**src/rtl/data_ram_arbiter.sv**
```systemverilog
// data_ram_arbiter
//   Shares the single-port data RAM between the CPU data port (M0) and a
//   second master (M1: DMA / debug loader). Ownership is a two-state FSM that
//   parks on M0, so CPU accesses see zero wait states while M1 is idle. A hold
//   counter bounds how many consecutive beats the current owner may take
//   while the other master is waiting.
//
// Ports
//   clk, rst                 rising-edge clock, asynchronous active-low reset
//   m0_ce_i/we/addr/sel/data CPU request (one beat per cycle while ce high)
//   m0_data_o, m0_stall_o    CPU read data, stall (beat not accepted)
//   m1_req_i/we/addr/sel/data M1 request (held with payload until ack)
//   m1_data_o, m1_ack_o      M1 read data, beat accepted this cycle
//   s_ce_o/we/addr/sel/data  to data_ram; s_data_i combinational read data
//   dbg_state_o              current owner (0 = M0, 1 = M1)
//
// Handshake: an M0 beat completes in any cycle with m0_ce_i & ~m0_stall_o; an
// M1 beat completes in any cycle with m1_req_i & m1_ack_o. A stalled or
// unacknowledged master holds its payload unchanged. Read data is returned in
// the same cycle as the completing beat; writes commit at the next clock edge.
// Ownership changes are registered, so a grant change takes effect one cycle
// after the condition that causes it.
module data_ram_arbiter #(
  parameter int ADDR_W   = 32,
  parameter int DATA_W   = 32,
  parameter int MAX_HOLD = 4
) (
  input  logic              clk,
  input  logic              rst,
  input  logic              m0_ce_i,
  input  logic              m0_we_i,
  input  logic [ADDR_W-1:0] m0_addr_i,
  input  logic [3:0]        m0_sel_i,
  input  logic [DATA_W-1:0] m0_data_i,
  output logic [DATA_W-1:0] m0_data_o,
  output logic              m0_stall_o,
  input  logic              m1_req_i,
  input  logic              m1_we_i,
  input  logic [ADDR_W-1:0] m1_addr_i,
  input  logic [3:0]        m1_sel_i,
  input  logic [DATA_W-1:0] m1_data_i,
  output logic [DATA_W-1:0] m1_data_o,
  output logic              m1_ack_o,
  output logic              s_ce_o,
  output logic              s_we_o,
  output logic [ADDR_W-1:0] s_addr_o,
  output logic [3:0]        s_sel_o,
  output logic [DATA_W-1:0] s_data_o,
  input  logic [DATA_W-1:0] s_data_i,
  output logic              dbg_state_o
);

  localparam logic [0:0] OWN0 = 1'b0;
  localparam logic [0:0] OWN1 = 1'b1;

  localparam int          HW        = $clog2(MAX_HOLD + 1);
  localparam logic [HW-1:0] HOLD_LAST = HW'(MAX_HOLD - 1);

  logic [0:0]        r_state;
  logic [0:0]        w_state_nxt;
  logic [HW-1:0]     r_hold_cnt;
  logic [HW-1:0]     w_hold_nxt;
  logic              w_hold_last;
  logic              w_own1;

  logic              w_ce;
  logic              w_we;
  logic [ADDR_W-1:0] w_addr;
  logic [3:0]        w_sel;
  logic [DATA_W-1:0] w_wdata;

  assign w_hold_last = (r_hold_cnt == HOLD_LAST);
  assign w_own1      = (r_state == OWN1);

  // The counter only runs while both masters want the RAM; it measures how
  // long the waiting master has been kept out and resets on every handover.
  always_comb begin
    w_state_nxt = r_state;
    w_hold_nxt  = '0;
    case (r_state)
      OWN0: begin
        if (m1_req_i && (!m0_ce_i || w_hold_last)) begin
          w_state_nxt = OWN1;
        end else if (m1_req_i && m0_ce_i) begin
          w_hold_nxt = r_hold_cnt + HW'(1);
        end
      end
      OWN1: begin
        if (!m1_req_i || (m0_ce_i && w_hold_last)) begin
          w_state_nxt = OWN0;
        end else if (m0_ce_i) begin
          w_hold_nxt = r_hold_cnt + HW'(1);
        end
      end
      default: begin
        w_state_nxt = OWN0;
      end
    endcase
  end

  always_ff @(posedge clk or negedge rst) begin
    if (!rst) begin
      r_state    <= OWN0;
      r_hold_cnt <= '0;
    end else begin
      r_state    <= w_state_nxt;
      r_hold_cnt <= w_hold_nxt;
    end
  end

  // Slave mux follows the registered owner; the write strobe is qualified by
  // the chosen request so the RAM never sees we without ce.
  always_comb begin
    if (w_own1) begin
      w_ce    = m1_req_i;
      w_we    = m1_we_i & m1_req_i;
      w_addr  = m1_addr_i;
      w_sel   = m1_sel_i;
      w_wdata = m1_data_i;
    end else begin
      w_ce    = m0_ce_i;
      w_we    = m0_we_i & m0_ce_i;
      w_addr  = m0_addr_i;
      w_sel   = m0_sel_i;
      w_wdata = m0_data_i;
    end
  end

  // Every output is gated by rst so a reset arriving mid-beat removes the
  // strobe immediately and nothing is written at the following edge.
  assign s_ce_o      = rst & w_ce;
  assign s_we_o      = rst & w_we;
  assign s_addr_o    = {ADDR_W{rst}} & w_addr;
  assign s_sel_o     = {4{rst}} & w_sel;
  assign s_data_o    = {DATA_W{rst}} & w_wdata;
  assign m0_data_o   = {DATA_W{rst}} & s_data_i;
  assign m1_data_o   = {DATA_W{rst}} & s_data_i;
  assign m0_stall_o  = rst & m0_ce_i & w_own1;
  assign m1_ack_o    = rst & m1_req_i & w_own1;
  assign dbg_state_o = r_state[0];

endmodule

```
**config.mk**
```make
export PLATFORM = sky130hd
export DESIGN_NAME = data_ram_arbiter
export DESIGN_NICKNAME = d
export VERILOG_FILES = /design/src/rtl/data_ram_arbiter.sv
export SDC_FILE = /design/constraint.sdc
export NUM_CORES = 1
export LEC_CHECK = 0
export ABC_AREA = 1
export CORE_AREA = 2 2 119 121
export CTS_BUF_LIST = sky130_fd_sc_hd__clkbuf_8
export DETAILED_ROUTE_END_ITERATION = 8
export DIE_AREA = 0 0 121 123
export GPL_TIMING_DRIVEN = 0
export SLEW_MARGIN = 15
export SYNTH_ARGS = -nofsm -noshare
export SYNTH_HDL_FRONTEND = slang
export SYNTH_SLANG_ARGS = --single-unit
```
**constraint.sdc**
```tcl
create_clock -name clk -period 1.3 [get_ports clk]
set_clock_uncertainty 0.15 [all_clocks]
set_input_delay 0.26 -clock clk [delete_from_list [all_inputs] [get_ports clk]]
set_output_delay 0.26 -clock clk [all_outputs]
set_load 0.05 [all_outputs]
```
==> results.txt <==
----------------------------------------------------
[Run status]
  Run status ... complete, but fails checks
  Violations in the final reports ... setup timing

[Critical path]
  Setup crit end kind ... output pin
  Maximum fanout along the worst path ... 10
  Endpoint arrival time on the critical path ... 1420 ps
  Critical Path RT ... 890 ps
  Classification of the worst setup path ... reg2out
  Nature of the critical path startpoint ... flop

[Synthesis]
  Yosys warning total ... 0
  Netlist Area Pre-Place ... 0.00184 mm²
  Sequential-to-total area share from yosys stat ... 5.44%
  Unique masters post-synth ... 18
  Synthesized instance count ... 362
  Synthesis-stage register bit count ... 4
  Per-instance average area after synthesis ... 5.08 µm²
  Post-Syn Nets ... around 540

[Power]
  Power Total ... 0.00470 W
  Fraction of power spent switching nets ... around half
  Net switching power of the design ... 0.00244 W
  Combinational share of power ... 91.2%
  Sequential power share ... under 10%
  Clk network pwr share ... under 10%
  Power Density ... about 600 mW/mm²
  Leakage power ... roughly 3.3 nW
  Worst vdd ir ... 381 µV
  Int Pwr ... 0.00226 W

[CTS]
  Clk sinks ... 4
  Maximum buffer depth of the clock tree ... 2
  # H-tree levels ... 1
  Clock tree from TritonCTS ... yes
  Clock insertion delay at the later pin of the skew report ... 220 ps
  Cell at the root of the clock tree ... sky130_fd_sc_hd__clkbuf_8
  Clock transition at the registers of the reported paths ... roughly 30 ps
  Number of CTS-inserted buffers ... 3

[Global routing]
  Via count of the first global-routing pass ... 3594
  Initial antenna violation count ... 1
  Global-route wire length before repair ... 18.3 mm
  Pin count of the biggest net entering global routing ... 11
  Total grt overflow ... 0
  Overall track demand over capacity in global routing ... between 10% and 20%

[Flow run]
  Maximum capacitance violations ... 0

[Timing]
  Fin crit period ... 1830 ps
  Final worst slack ... -534 ps
  Total setup violations reported at the end of the flow ... 137
  Transition time at the pin with the least slew margin ... 517 ps
  Slew Limit Headroom ... between 60 and 70%
  Highest attainable clock frequency ... 0.545 GHz
  Total negative setup slack ... -51620 ps
  Slew Viols, Final ... 0
  Total count of hold-check failures in the final report ... 0
  Final period utilization ... 141%
  RSZ-0062 raised after global routing ... yes

[Die]
  Cell row count ... 43
  Chip width ... 121 µm
  Die boundary height ... 123 µm
  CORE AREA ... roughly 0.014 mm²
  Starting density of the core ... 13.5%
  Die Outline Area ... 0.0149 mm²
  Number of primary I/O pins ... approximately 310

[Placed design]
  Dpl cell area ... 0.00659 mm²
  Count of port buffers added during placement ... ~310
  Hpwl dp ... approximately 10 mm
  Final estimated routing congestion in global placement ... 0.813
  Placement Setup Slack ... -1720 ps
  Placed cell count ... 851

[Cells and area]
  Count of non-filler cells in the finished layout ... 874
  Final non-filler cell area ... 0.00768 mm²
  Number of nets in the layout ... 870
  Share of final-layout standard cells stronger than drive strength 1 ... 64.5%
  Synth-to-layout area growth ... 317%

[Detailed routing]
  Post-route ant nets ... 0
  Vias per cell ... roughly 4
  Number of remaining DRC errors ... 0
  Number of iterations in the first detailed-routing pass ... 4
  Drt wl/cell ... 14.9 µm
  Number of DRC violations after detailed-routing iteration 0 ... 54
  Total routed wirelength ... between 10 and 15 mm
  Vias ... 3584

[Worst hold path]
  Path type of the worst min-delay path ... in2reg

----------------------------------------------------
==> metrics by stage <==
step | hold slack, ps | utilization, %
after detailed placement | 374 | 48.4
after global placement | 340 | 48.4
after global routing | 208 | 56.4
final | 205 | 56.4
after CTS | 195 | 49.4
after floorplan | -186 | -
==> sequential cells by signal, summed over array words and instances (netlist names) <==
register	cells
dbg_state_o	1
r_hold_cnt	3
==> cell usage in the layout, fill, tap and decap left out, types with 15 or more instances in the layout <==
cell type	n
sky130_fd_sc_hd__nor2_1	36
sky130_fd_sc_hd__dlymetal6s2s_1	25
sky130_fd_sc_hd__nand2_4	35
sky130_fd_sc_hd__nor2_2	26
sky130_fd_sc_hd__buf_6	78
sky130_fd_sc_hd__o21ai_2	43
sky130_fd_sc_hd__buf_12	15
sky130_fd_sc_hd__clkinvlp_4	32
sky130_fd_sc_hd__buf_8	92
sky130_fd_sc_hd__clkdlybuf4s50_1	144
sky130_fd_sc_hd__nor2_4	74
==> timing repair <==
item,CTS,global route
setup endpoints to repair,137,141
gates resized for setup,910,237
hold buffers,1,0
gates cloned,0,6
hold endpoints to repair,4,0
setup buffers,0,11
==> power groups by stage <==
stage | Combinational [W] | Clock (W) | Sequential (W)
finish | 0.00429 | 0.000275 | 0.000138
global route | 0.00447 | 0.000299 | 0.000139
CTS | 0.00391 | 0.000285 | 0.000138
detailed placement | 0.00376 | 0 | 0.000139
global placement | 0.00373 | 0 | 0.000138
floorplan | 0.00240 | 0 | 0.000151
==> Yosys cell counts, drive strengths merged <==
master  count  area [µm²]
a21oi       4        31.3
buf        58         478
clkbuf      1        3.75
dfrtp       4         100
ha          2        25.0
inv        39         154
nand2      50         195
nand3       1        5.00
nand4       2        12.5
nor2      136         510
o21ai      65         325
==> layer usage <==
| layer | wire [µm] | GRT usage, % | vias to the layer above |
|---|---|---|---|
| li1 | - | - | 1755 |
| met5 | 0 | 0 | - |
| met2 | 7390 | 30.8 | 175 |
| met4 | 140 | 2.83 | 0 |
| met1 | 4390 | 15.8 | 1642 |
| met3 | 1080 | 3.78 | 12 |
==> final timing paths <==
| check | from | endpoint | slack (ps) | cells after the start |
|---|---|---|---|---|
| hold reg to reg | r_hold_cnt[0] | r_hold_cnt[0] | 380 | 3 |
| setup reg to reg | r_hold_cnt[0] | r_hold_cnt[2] | 40 | 5 |
| min in group asynchronous | rst | r_hold_cnt[2] | 270 | 2 |
| max in group asynchronous | rst | dbg_state_o | 540 | 2 |
| setup / recovery | dbg_state_o | s_ce_o | -530 | 6 |
| hold / removal | m0_ce_i | r_hold_cnt[1] | 210 | 3 |
==> cell families after synthesis <==
family	synth area share, %
buf+inv	34.5
flops	5.44
simple gates	39.3
compound gates	19.4
fa+ha+maj	1.36
==> cell type report <==
| type | instances | area, µm² |
|---|---|---|
| tap | 180 | 225 |
| clock buffer | 3 | 41.3 |
| multi-input combinational | 260 | 2320 |
| sequential | 4 | 101 |
| inverter | 39 | 283 |
| timing repair buffer | 327 | 3830 |
| antenna | 1 | 2.50 |
| fill | 1182 | 5930 |
| buffer | 59 | 876 |
| clock inverter | 1 | 3.75 |
==> critical path, stage by stage (launching register included) <==
cell and delay, ps:
sky130_fd_sc_hd__dfrtp_2 420, sky130_fd_sc_hd__buf_12 170, sky130_fd_sc_hd__inv_16 110, sky130_fd_sc_hd__buf_12 130, sky130_fd_sc_hd__nand2_4 50, sky130_fd_sc_hd__a21oi_4 150, sky130_fd_sc_hd__buf_6 180
(Power assumes the default switching activity.)
